`src/rtl/motor_ctrl_pkg.sv`:
```
// Shared motor control definitions.
// State encodings and duty constants used across the motor datapath.
package motor_ctrl_pkg;

   typedef enum logic [2:0] {
      DISARMED  = 3'd0,
      ESC_INIT  = 3'd1,
      ARMED     = 3'd2,
      RAMP_DOWN = 3'd3
   } state_t;

   localparam logic [7:0] DUTY_BASE = 8'h32;
   localparam logic [7:0] DUTY_MAX  = 8'h64;
   localparam logic [7:0] DUTY_OFF  = 8'h00;

endpackage

```
`src/rtl/duty_slew_limiter.sv`:
```
// Combinational duty slew limiter.
// Clamps the target into [floor, ceiling] and steps duty toward it.
module duty_slew_limiter (
   input  logic [7:0] duty,
   input  logic [7:0] target,
   input  logic [7:0] step,
   input  logic [7:0] floor,
   input  logic [7:0] ceiling,
   output logic [7:0] duty_next
);

   logic [8:0] d9;
   logic [8:0] t9;
   logic [8:0] s9;
   logic [8:0] n9;
   logic       unused_msb;

   // clamp target, then move at most one step toward it in 9 bits
   always_comb begin
      t9 = {1'b0, target};
      if (t9 < {1'b0, floor}) begin
         t9 = {1'b0, floor};
      end else if (t9 > {1'b0, ceiling}) begin
         t9 = {1'b0, ceiling};
      end
      d9 = {1'b0, duty};
      s9 = {1'b0, step};
      n9 = t9;
      if ((t9 > d9) && ((t9 - d9) > s9)) begin
         n9 = d9 + s9;
      end else if ((d9 > t9) && ((d9 - t9) > s9)) begin
         n9 = d9 - s9;
      end
      duty_next  = n9[7:0];
      unused_msb = n9[8];
   end

endmodule

```
`src/rtl/motor_arm_sequencer.sv`:
```
// Per-motor arm/disarm sequencer between offset summer and PWM.
// Gates the mix behind arming, holds ESC idle, slews and ramps down.
module motor_arm_sequencer
   import motor_ctrl_pkg::*;
#(
   parameter logic [7:0]       BASE_DUTY  = DUTY_BASE,
   parameter logic [7:0]       MAX_DUTY   = DUTY_MAX,
   parameter logic [7:0]       SLEW_STEP  = 8'h02,
   parameter int               CNT_W      = 16,
   parameter logic [CNT_W-1:0] ARM_TICKS  = 16'd100,
   parameter logic [CNT_W-1:0] INIT_TICKS = 16'd200
) (
   input  logic       clk,
   input  logic       rst,
   input  logic       tick,
   input  logic       arm_req,
   input  logic       failsafe,
   input  logic [7:0] mix_in,
   output logic [7:0] duty_out,
   output logic       armed,
   output logic       fault,
   output logic [2:0] state_out
);

   localparam logic [CNT_W-1:0] ARM_LAST  = ARM_TICKS - 1'b1;
   localparam logic [CNT_W-1:0] INIT_LAST = INIT_TICKS - 1'b1;

   state_t           state;
   logic [7:0]       duty;
   logic [CNT_W-1:0] arm_cnt;
   logic [CNT_W-1:0] init_cnt;
   logic             arm_latch;
   logic [7:0]       target;
   logic [7:0]       duty_next;

   // ramp-down heads for the floor; otherwise follow the mix
   assign target = (state == RAMP_DOWN) ? BASE_DUTY : mix_in;

   duty_slew_limiter u_slew (
      .duty      (duty),
      .target    (target),
      .step      (SLEW_STEP),
      .floor     (BASE_DUTY),
      .ceiling   (MAX_DUTY),
      .duty_next (duty_next)
   );

   assign duty_out  = duty;
   assign state_out = state;

   // arming state machine, counters and registered outputs
   always_ff @(posedge clk) begin
      if (rst) begin
         state     <= DISARMED;
         duty      <= DUTY_OFF;
         armed     <= 1'b0;
         fault     <= 1'b0;
         arm_cnt   <= '0;
         init_cnt  <= '0;
         arm_latch <= 1'b0;
      end else if (tick) begin
         unique case (state)
            DISARMED: begin
               if (!arm_req) begin
                  arm_latch <= 1'b1;
               end
               if (!arm_req && !failsafe) begin
                  fault <= 1'b0;
               end
               if (arm_latch && arm_req && !failsafe) begin
                  if (arm_cnt == ARM_LAST) begin
                     state    <= ESC_INIT;
                     duty     <= BASE_DUTY;
                     armed    <= 1'b1;
                     init_cnt <= '0;
                     arm_cnt  <= '0;
                  end else begin
                     arm_cnt <= arm_cnt + 1'b1;
                  end
               end else begin
                  arm_cnt <= '0;
               end
            end
            ESC_INIT: begin
               if (failsafe || !arm_req) begin
                  state     <= DISARMED;
                  duty      <= DUTY_OFF;
                  armed     <= 1'b0;
                  arm_latch <= 1'b0;
                  arm_cnt   <= '0;
                  init_cnt  <= '0;
                  if (failsafe) begin
                     fault <= 1'b1;
                  end
               end else if (init_cnt == INIT_LAST) begin
                  state    <= ARMED;
                  init_cnt <= '0;
               end else begin
                  init_cnt <= init_cnt + 1'b1;
               end
            end
            ARMED: begin
               if (failsafe) begin
                  state <= RAMP_DOWN;
                  fault <= 1'b1;
               end else if (!arm_req) begin
                  state <= RAMP_DOWN;
               end else begin
                  duty <= duty_next;
               end
            end
            RAMP_DOWN: begin
               if (duty == BASE_DUTY) begin
                  state     <= DISARMED;
                  duty      <= DUTY_OFF;
                  armed     <= 1'b0;
                  arm_latch <= 1'b0;
                  arm_cnt   <= '0;
                  init_cnt  <= '0;
               end else begin
                  duty <= duty_next;
               end
            end
            default: begin
               state     <= DISARMED;
               duty      <= DUTY_OFF;
               armed     <= 1'b0;
               arm_latch <= 1'b0;
               arm_cnt   <= '0;
               init_cnt  <= '0;
            end
         endcase
      end
   end

endmodule
```
`config.mk`:
```
export PLATFORM = sky130hd
export DESIGN_NAME = motor_arm_sequencer
export DESIGN_NICKNAME = d
export VERILOG_FILES = /design/src/rtl/motor_ctrl_pkg.sv /design/src/rtl/duty_slew_limiter.sv /design/src/rtl/motor_arm_sequencer.sv
export SDC_FILE = /design/constraint.sdc
export NUM_CORES = 1
export LEC_CHECK = 0
export CORE_MARGIN = 2
export CORE_UTILIZATION = 62
export DETAILED_ROUTE_END_ITERATION = 12
export PLACE_DENSITY = 0.82
export REMOVE_ABC_BUFFERS = 1
export SETUP_SLACK_MARGIN = 0.5
export SYNTH_ARGS = -nofsm -noshare
export SYNTH_HDL_FRONTEND = slang
export SYNTH_HIERARCHICAL = 1
export SYNTH_SLANG_ARGS = --single-unit
export TNS_END_PERCENT = 100
```
`constraint.sdc`:
```
create_clock -name clk -period 8.4 [get_ports clk]
set_input_delay 2.52 -clock clk [delete_from_list [all_inputs] [get_ports clk]]
set_output_delay 2.52 -clock clk [all_outputs]
set_load 0.05 [all_outputs]
```
Word level (Yosys, flattened, before mapping)
Cells that the tools add are included.
{"block": "word_totals", "regBits": 46, "latch_bits": 0, "ramBits": 0, "mem_bits_ro": 0, "input_bits": 13, "out_inout_bits": 13, "elab_cells": 94, "mem_count": 0}
{"block": "op_classes", "add_sub_neg": 6, "mul": 0, "n_div": 0, "n_lt_le_gt_ge": 6, "n_eq_ne": 16, "shift": 0, "n_mux": 41, "bitwise": 1, "reduce_logical": 17}
{"cell": "two-way mux 16 bit", "count": 8}
{"cell": "case mux 16 bit (4 select lines)", "count": 2}
{"cell": "two-way mux 8 bit", "count": 11}
{"cell": "adder 16 x 1 -> 16 bit (second input constant)", "count": 2}
{"cell": "case mux 8 bit (4 select lines)", "count": 1}
{"cell": "two-way mux 3 bit", "count": 7}
{"cell": "greater-than comparator 9 x 2 -> 1 bit (second input constant)", "count": 2}
{"cell": "AND reduction 6 bit", "count": 3}
{"cell": "subtractor 8 x 8 -> 9 bit", "count": 2}
{"cell": "== test 16 x 7 -> 1 bit (second input constant)", "count": 1}
{"cell": "== test 16 x 8 -> 1 bit (second input constant)", "count": 1}
{"cell": "greater-than comparator 8 bit", "count": 2}
{"cell": "!= test 2 bit (second input constant)", "count": 7}
{"cell": "case mux 3 bit (4 select lines)", "count": 1}
{"cell": "AND reduction 5 bit", "count": 2}
{"cell": "adder 8 x 2 -> 8 bit (second input constant)", "count": 1}
{"cell": "== test 8 x 6 -> 1 bit (second input constant)", "count": 1}
{"cell": "greater-than comparator 8 x 7 -> 1 bit (second input constant)", "count": 1}
{"cell": "< comparator 8 x 6 -> 1 bit (second input constant)", "count": 1}
{"cell": "two-way mux 1 bit", "count": 8}
{"cell": "case mux 1 bit (4 select lines)", "count": 2}
{"cell": "AND reduction 4 bit", "count": 2}
{"cell": "subtractor 8 x 2 -> 8 bit (second input constant)", "count": 1}
{"cell": "== test 3 x 2 -> 1 bit (second input constant)", "count": 2}
{"cell": "other kinds (10)", "count": 16}

Depth between registers and ports, before layout
Gate-level depths: netlist of the first run.
{"block": "logic_depth", "word_depth": 13, "ltp_mapped": 35, "ltp_nobuf": 33}

Modules after synthesis
The synthesis of the first run kept the hierarchy.
{"mod": "duty_slew_limiter", "n_inst": 1, "cells_each": 358, "area_each_um2": 2526.2, "seq_area_each_um2": 0.0}
{"mod": "motor_arm_sequencer", "n_inst": 1, "cells_each": 297, "area_each_um2": 2459.9, "seq_area_each_um2": 900.9}

Worst setup path after synthesis of the first run
No wires, ideal clock.
{"block": "synth_path", "path_kind": "input-to-reg", "startpoint": "in mix_in[1]", "endpoint": "reg duty[5], in the netlist duty_out[5]", "setup_ns": 0.134, "arrival_time_ns": 7.519, "required_ns": 8.266, "slack_ns": 0.748, "cell_stages": 33, "n_path_buf": 2, "cell_sequence": "or2_2 -> ha_1 -> and4_1 -> nand2_1 -> nand2_1 -> and2_1 -> clkbuf_1 -> mux2i_1 -> nand2_1 -> o21ai_0 -> inv_1 -> ha_1 -> inv_1 -> fa_1 -> nand2_1 -> o21ai_0 -> a31oi_1 -> o2bb2ai_1 -> a21o_1 -> a21oi_1 -> xnor2_1 -> ha_1 -> nand4_1 -> o22a_1 -> o31ai_1 -> o21a_1 -> a41o_1 -> or2_0 -> buf_2 -> a2111oi_0 -> nor3_1 -> a31oi_1 -> a211oi_1"}
{"block": "synth_via", "elab_chain_cells": 12, "elab_cells_between_ends": 19, "cone_classes": "add/sub: 2; order compare: 6; mux: 9; reduce/logical: 2"}
{"item": "start: declaration", "line": "motor_arm_sequencer.sv:18", "rtl": "input logic [7:0] mix_in,"}
{"item": "two-way mux 8 bit *", "line": "motor_arm_sequencer.sv:37", "rtl": "assign target = (state == RAMP_DOWN) ? BASE_DUTY : mix_in;"}
{"item": "greater-than comparator 8 x 7 -> 1 bit", "line": "duty_slew_limiter.sv:23", "rtl": "end else if (t9 > {1'b0, ceiling}) begin"}
{"item": "two-way mux 8 bit", "line": "duty_slew_limiter.sv:23"}
{"item": "two-way mux 8 bit *", "line": "duty_slew_limiter.sv:21", "rtl": "if (t9 < {1'b0, floor}) begin"}
{"item": "subtractor 8 x 8 -> 9 bit", "line": "duty_slew_limiter.sv:31", "rtl": "end else if ((d9 > t9) && ((d9 - t9) > s9)) begin"}
{"item": "greater-than comparator 9 x 2 -> 1 bit", "line": "duty_slew_limiter.sv:31"}
{"item": "logical AND 1 bit", "line": "duty_slew_limiter.sv:31"}
{"item": "two-way mux 8 bit", "line": "duty_slew_limiter.sv:31"}
{"item": "two-way mux 8 bit *", "line": "duty_slew_limiter.sv:29", "rtl": "if ((t9 > d9) && ((t9 - d9) > s9)) begin"}
{"item": "named net duty_next[5]", "line": "motor_arm_sequencer.sv:34", "rtl": "logic [7:0] duty_next;"}
{"item": "two-way mux 8 bit", "line": "motor_arm_sequencer.sv:106", "rtl": "end else if (!arm_req) begin"}
{"item": "two-way mux 8 bit", "line": "motor_arm_sequencer.sv:103", "rtl": "if (failsafe) begin"}
{"item": "case mux 8 bit (4 select lines) *", "line": "motor_arm_sequencer.sv:62", "rtl": "unique case (state)"}
{"item": "end signal: assignment", "line": "motor_arm_sequencer.sv:109", "rtl": "duty <= duty_next;"}
{"item": "end signal: assignment", "line": "motor_arm_sequencer.sv:121", "rtl": "duty <= duty_next;"}
{"item": "end: declaration", "line": "motor_arm_sequencer.sv:29", "rtl": "logic [7:0] duty;"}
The timed path passes the listed nets; every way through them passes the cells marked *. The select of a mux whose other input is x is not followed.
A chain may end at the register's enable or synchronous reset.

Worst setup path in the final report of the first run
{"block": "layout_path", "startpoint": "in mix_in[0]", "endpoint": "reg duty[0], in the netlist duty_out[0]"}
{"block": "layout_via", "elab_chain_cells": 12, "elab_cells_between_ends": 19, "cone_classes": "add/sub: 2; order compare: 6; mux: 9; reduce/logical: 2"}
{"item": "two-way mux 8 bit *", "line": "motor_arm_sequencer.sv:37"}
{"item": "named net target[0]", "line": "motor_arm_sequencer.sv:33", "rtl": "logic [7:0] target;"}
{"item": "greater-than comparator 8 x 7 -> 1 bit", "line": "duty_slew_limiter.sv:23"}
{"item": "two-way mux 8 bit", "line": "duty_slew_limiter.sv:23"}
{"item": "two-way mux 8 bit *", "line": "duty_slew_limiter.sv:21"}
{"item": "subtractor 8 x 8 -> 9 bit", "line": "duty_slew_limiter.sv:31"}
{"item": "greater-than comparator 9 x 2 -> 1 bit", "line": "duty_slew_limiter.sv:31"}
{"item": "logical AND 1 bit", "line": "duty_slew_limiter.sv:31"}
{"item": "two-way mux 8 bit", "line": "duty_slew_limiter.sv:31"}
{"item": "two-way mux 8 bit *", "line": "duty_slew_limiter.sv:29"}
{"item": "named net duty_next[0]", "line": "motor_arm_sequencer.sv:34"}
{"item": "two-way mux 8 bit", "line": "motor_arm_sequencer.sv:106"}
{"item": "two-way mux 8 bit", "line": "motor_arm_sequencer.sv:103"}
{"item": "case mux 8 bit (4 select lines) *", "line": "motor_arm_sequencer.sv:62"}
Marks and branches as above.

==> flow_summary_export.csv, run 1 <==
group,metric,value,unit
cells_and_area,final_cell_area,0.00609,mm2
synth,seq_area_frac_synth,0.181,
worst_setup_path,critPathKind,"primary input to flop",
worst_setup_path,crit_buf_inv,4,
synth,syn_area,0.00499,mm2
global_routing,grt_max_degree,31,
sta,fin_setup_tns,0,ns
power,combPwrFrac,0.466,
routing,drtIter0Drc,366,
sta,rsz0062_at_grt,"false",
worst_setup_path,cp-end-kind,"flop",
power,p_clk_frac,0.257,
floorplanning,start_util,0.642,
min_path,whs_path_depth,1,
worst_setup_path,critical_path_required,8.63,ns
routing,drc,0,
clock_network,insertion_delay,0.30,ns
routing,vias,5339,
outcome,outcome,"complete, no violations",
worst_setup_path,crit_top_cell,"ha_1",
cells_and_area,fin_util,0.784,
synth,synth_cell_types,74,
synth,ys.flop_type,"dfxtp_1",
routing,drt_wl_total,14500,um
power,swShare,0.365,
global_routing,grt_usage,0.314,
power,power.density,127,mW/mm2
floorplanning,die_area,0.00878,mm2
routing,first_pass_iters,5,
worst_setup_path,start_kind,"primary input",
sta,finalWorstSetupSlack,0.596,ns
sta,fin_crit_sh,0.929,
place,placed_area,0.00553,mm2
floorplanning,rows,32,
clock_network,cts.sinks,45,
power,ir_drop,0.143,mV
cells_and_area,final_common_cell,"ha_1",
worst_setup_path,path_delay_family,"compound AO/OA/AOI/OAI gates",
synth,ys_async_sr_fraction,0,
sta,finalClockSkew,0.00921,ns
worst_setup_path,worstPathMaxFanout,5,
synth,synth-edff-count,0,
routing,route.detailed.wl_per_inst,17.2,um
worst_setup_path,cp.depth,27,
clock_network,cts_max_path_buffers,2,
global_routing,met3_usage,0.0345,
cells_and_area,regArea,901,um2
clock_network,cts_buffers,5,
place,gp_congestion,1.10,
global_routing,globalRouteOverflowTotal,0,
run,maxCapViolations,0,
floorplanning,die_h,93.7,um
cells_and_area,n_antenna_cell,0,
clock_network,clock-root-buffer,"clkbuf_8",
global_routing,grt-busiest-layer,"met2",
synth,synth_warnings,6,
routing,viasPerCell,6.34,
power,p_seq_frac,0.277,
global_routing,antenna_found_initial,0,
place,dp_hpwl,10300,um
min_path,hp-class,"flop to flop",
clock_network,cts_htree_levels,2,
floorplanning,core_area,0.00777,mm2
sta,setup_viol,0,
place,io_buffers,24,
worst_setup_path,reg2reg_depth,33,
cells_and_area,fin_nets,822,
worst_setup_path,worstPathArrival,8.04,ns
floorplanning,chipWidth,93.7,um
worst_setup_path,cpPeakStageDelay,0.45,ns
clock_network,clk_pin_slew,0.09,ns
synth,ys_ff_latch,45,
cells_and_area,multi_input_area,0.00420,mm2
place,dp_slack,-0.0553,ns
global_routing,grt_use_met2,0.583,
power,power_switching,282,uW
routing,final_antenna_net_count,0,
global_routing,gr-usage-met1,0.365,
synth,synth_cells,655,
global_routing,grt_pass1_wl,22500,um
sta,timing.fmax,128,MHz
sta,fin_crit,7.80,ns
sta,maxSlewHeadroom,0.183,
sta,slew_viol_final,0,
power,finalPower,774,uW
power,p_int,492,uW
floorplanning,ios,26,
sta,worst_pin_slew,1.22,ns
cells_and_area,n_fill_cell,570,
sta,hold_viol,0,
global_routing,grt_pass1_vias,4982,
cells_and_area,layout_common_cells,"ha_1, inv_1, a21oi_1",
synth,syn_avg_cell_area,7.61,um2
cells_and_area,drive_gt1_frac,0.155,
clock_network,cts_tree,"built",
power,total_leakage_power,2.47,nW
worst_setup_path,crit_slowest_cell,"clkdlybuf4s50_1",
cells_and_area,syn_to_final_growth,22.2,%
## flip-flops by register name, summed over array words and instances, names as in the netlist
register / cells
fault: 1
armed: 1
state_out: 2
arm_latch: 1
arm_cnt: 16
duty_out: 8
init_cnt: 16
## area by class of cell
class | count | area share
multi-input combinational | 569 | 0.689
sequential | 45 | 0.148
timing repair buffer | 57 | 0.0818
inverter | 61 | 0.0376
tap | 102 | 0.0210
clock buffer | 5 | 0.0113
clock inverter | 3 | 0.0113
## synthesized netlist by cell type, drive strengths merged (11+ instances only)
cell type | number | share of area
nand3 | 28 | 0.028
nand2 | 33 | 0.026
nor3 | 18 | 0.019
o21ai | 32 | 0.035
o21a | 11 | 0.017
a21o | 15 | 0.023
xnor2 | 12 | 0.021
a21oi | 65 | 0.066
dfxtp | 45 | 0.18
nand4 | 30 | 0.038
inv | 61 | 0.046
nor2 | 46 | 0.035
xor2 | 15 | 0.026
nor2b | 14 | 0.018
ha | 66 | 0.17
clkbuf | 15 | 0.011
## stage by stage
| step | std cells | hold WS (ns) |
|---|---|---|
| floorplan | 675 | 0.452 |
| global placement | 817 | 0.456 |
| detailed placement | 817 | 0.457 |
| CTS | 830 | 0.480 |
| global route | 842 | 0.501 |
| finish | 842 | 0.478 |
## worst paths after layout
check / start / to / slack, ns
worst max-delay path: mix_in[0] / duty_out[0] / 0.60
worst min-delay path: armed / armed / 0.48
worst max register to register: state_out[1] / duty_out[4] / 2.03
worst min register to register: armed / armed / 0.48
## power groups by stage
stage	clock [mW]	combinational, mW	sequential, mW
after global placement	0	0.265	0.220
final	0.199	0.361	0.215
after detailed placement	0	0.272	0.220
after CTS	0.200	0.289	0.215
after global routing	0.208	0.386	0.215
after floorplan	0	0.191	0.219
## timing repair
item	in CTS	in global routing
cloned	0	0
setup buffers	5	12
gates resized for setup	10	68
endpoints found under the hold margin	0	0
endpoints found under the setup margin	8	8
hold buffers	0	0
pin swaps	4	43
## per-layer routing
metal | vias to the layer above | routed length, um | part of all wire
li1 | 2529 | - | -
met1 | 2500 | 5750 | 0.40
met2 | 255 | 7340 | 0.51
met3 | 55 | 890 | 0.061
met4 | 0 | 531 | 0.037
met5 | - | 0 | 0
## logic make-up after synthesis
family / after synthesis / share of synthesized area
compound gates: 192 / 0.259
fa+ha+maj: 70 / 0.182
mux: 3 / 0.00602
buf+inv: 83 / 0.0660
simple gates: 233 / 0.257
flops: 45 / 0.181
other cells: 2 / 0.00151
xor+xnor: 27 / 0.0474
No activity file was read; power rests on OpenSTA's default activity.
==> run 2, diff against run 1 <==
Settings changed: REMOVE_ABC_BUFFERS 1 to unset.
==> flow_summary_export.csv, run 2 (synthesized netlist as in run 1, its figures left out) <==
group,metric,value,unit
routing,drt_wl_total,15300,um
floorplanning,core_area,0.00777,mm2
sta,hold_ws,0.496,ns
power,ir_drop,0.162,mV
floorplanning,die_h,93.7,um
cells_and_area,multi_input_area,0.00431,mm2
worst_setup_path,critical_path_required,8.57,ns
outcome,outcome,"complete, no violations",
min_path,hp-class,"flop to flop",
cells_and_area,fin_util,0.809,
sta,slew_viol_final,0,
worst_setup_path,cpPeakStageDelay,0.47,ns
worst_setup_path,critPathKind,"primary input to flop",
worst_setup_path,start_kind,"primary input",
clock_network,cts_buffers,5,
floorplanning,rows,32,
clock_network,clk_pin_slew,0.08,ns
sta,fin_setup_tns,0,ns
place,gp_congestion,0.998,
worst_setup_path,cp-end-kind,"flop",
clock_network,cts_tree,"built",
floorplanning,die_area,0.00878,mm2
floorplanning,start_util,0.642,
sta,maxSlewHeadroom,0.226,
cells_and_area,n_fill_cell,534,
floorplanning,chipWidth,93.7,um
global_routing,globalRouteOverflowTotal,0,
clock_network,ctsHoldBuffers,0,
clock_network,insertion_delay,0.30,ns
sta,fin_crit_sh,0.953,
clock_network,clock-root-buffer,"clkbuf_8",
place,io_buffers,24,
worst_setup_path,crit_slowest_cell,"clkdlybuf4s50_1",
worst_setup_path,r2r_setup_slack,1.74,ns
global_routing,grt_usage,0.318,
worst_setup_path,worstPathMaxFanout,8,
clock_network,cts_max_path_buffers,2,
worst_setup_path,cp-startpoint,"mix_in[0]",
global_routing,grt_pass1_vias,4923,
sta,worst_pin_slew,1.15,ns
global_routing,antenna_found_initial,0,
place,dp_hpwl,10100,um
sta,finalClockSkew,0.0108,ns
routing,final_antenna_net_count,0,
routing,first_pass_iters,9,
sta,rsz0062_at_grt,"false",
power,power.density,125,mW/mm2
routing,vias,5508,
floorplanning,ios,26,
sta,hold_viol,0,
cells_and_area,syn_to_final_growth,26.0,%
routing,viasPerCell,6.45,
worst_setup_path,reg2reg_depth,33,
routing,drc,0,
global_routing,grt_max_degree,31,
cells_and_area,final_common_cell,"ha_1",
worst_setup_path,reg2reg_from,"state_out[1]",
worst_setup_path,worstPathArrival,8.17,ns
run,maxCapViolations,0,
sta,setup_viol,0,
cells_and_area,final_cell_area,0.00628,mm2
clock_network,cts.sinks,45,
clock_network,cts_htree_levels,2,
power,finalPower,785,uW
cells_and_area,n_antenna_cell,0,
cells_and_area,regArea,901,um2
power,total_leakage_power,2.54,nW
sta,timing.fmax,125,MHz
place,placed_area,0.00553,mm2
sta,fin_crit,8.00,ns
global_routing,grt_pass1_wl,22700,um
worst_setup_path,crit_end,"duty_out[6]",
cells_and_area,layout_common_cells,"ha_1, inv_1, a21oi_1",
worst_setup_path,reg2reg_to,"duty_out[6]",
routing,drtIter0Drc,336,
cells_and_area,drive_gt1_frac,0.180,
cells_and_area,fin_nets,834,
routing,route.detailed.wl_per_inst,17.9,um
run 2: cell types whose count changed in the layout (fill, tap and decap cells not counted), sizes merged:
cell	delta
buf	+11
clkbuf	+2
inv	-2
bufinv	-1
clkinvlp	+1
o31ai	+1
run 2: how the worst min path moves through the flow:
stage / slack, ns / to / depth (start not counted) / from
6_report: 0.50 / init_cnt[15] / 2 / init_cnt[15]
3_3_place_gp: 0.45 / armed / 1 / armed
4_1_cts: 0.49 / init_cnt[15] / 2 / init_cnt[15]
2_1_floorplan: 0.45 / init_cnt[15] / 2 / init_cnt[15]
3_5_place_dp: 0.48 / init_cnt[15] / 2 / init_cnt[15]
5_1_grt: 0.52 / init_cnt[12] / 2 / init_cnt[12]
run 2: power breakdown:
part / internal, mW / leakage, nW / total [mW] / switching (mW)
clock network: 0.0970 / 0.0585 / 0.171 / 0.0740
registers: 0.214 / 0.363 / 0.215 / 0.000841
logic: 0.178 / 2.12 / 0.400 / 0.221
total: 0.489 / 2.54 / 0.785 / 0.296
run 2: worst max-delay path: cells and delay by family:
kind / cells / cell delay (ns)
fa+ha+maj: 4 / 1.02
mux: 1 / 0.16
compound gates: 13 / 2.12
simple gates: 9 / 1.26
buf+inv: 5 / 0.81
xor+xnor: 1 / 0.29
run 2: area by class of cell:
type	count	area share
sequential	45	0.143
clock buffer	7	0.0137
timing repair buffer	68	0.0944
tap	102	0.0203
inverter	61	0.0374
clock inverter	1	0.00478
multi-input combinational	570	0.686
run 2: repair_timing:
action / 4_1_cts / 5_1_grt
cloned: 0 / 1
gates resized for setup: 25 / 65
setup endpoints to repair: 8 / 8
endpoints found under the hold margin: 0 / 0
setup buffers: 18 / 12
pin swaps: 16 / 37
run 2: layer usage:
metal / up-vias / routed length [um] / global-route usage
li1: 2566 / - / -
met4: 0 / 750 / 0.139
met3: 80 / 970 / 0.0369
met2: 290 / 7550 / 0.580
met1: 2572 / 6030 / 0.373
met5: - / 0 / 0
run 2: through the flow:
step           worst slack, ns  cells
2_1_floorplan            0.748    697
3_3_place_gp            0.0197    815
3_5_place_dp            -0.166    815
4_1_cts                  0.515    841
5_1_grt                  0.243    854
6_report                 0.399    854
==> run 3, diff against run 2 <==
Settings changed: ABC_AREA set to 0, CTS_CLUSTER_DIAMETER set to 120.
==> results of run 3 <==
Same layout as run 2: the final DEF is identical, and so are final timing and power.
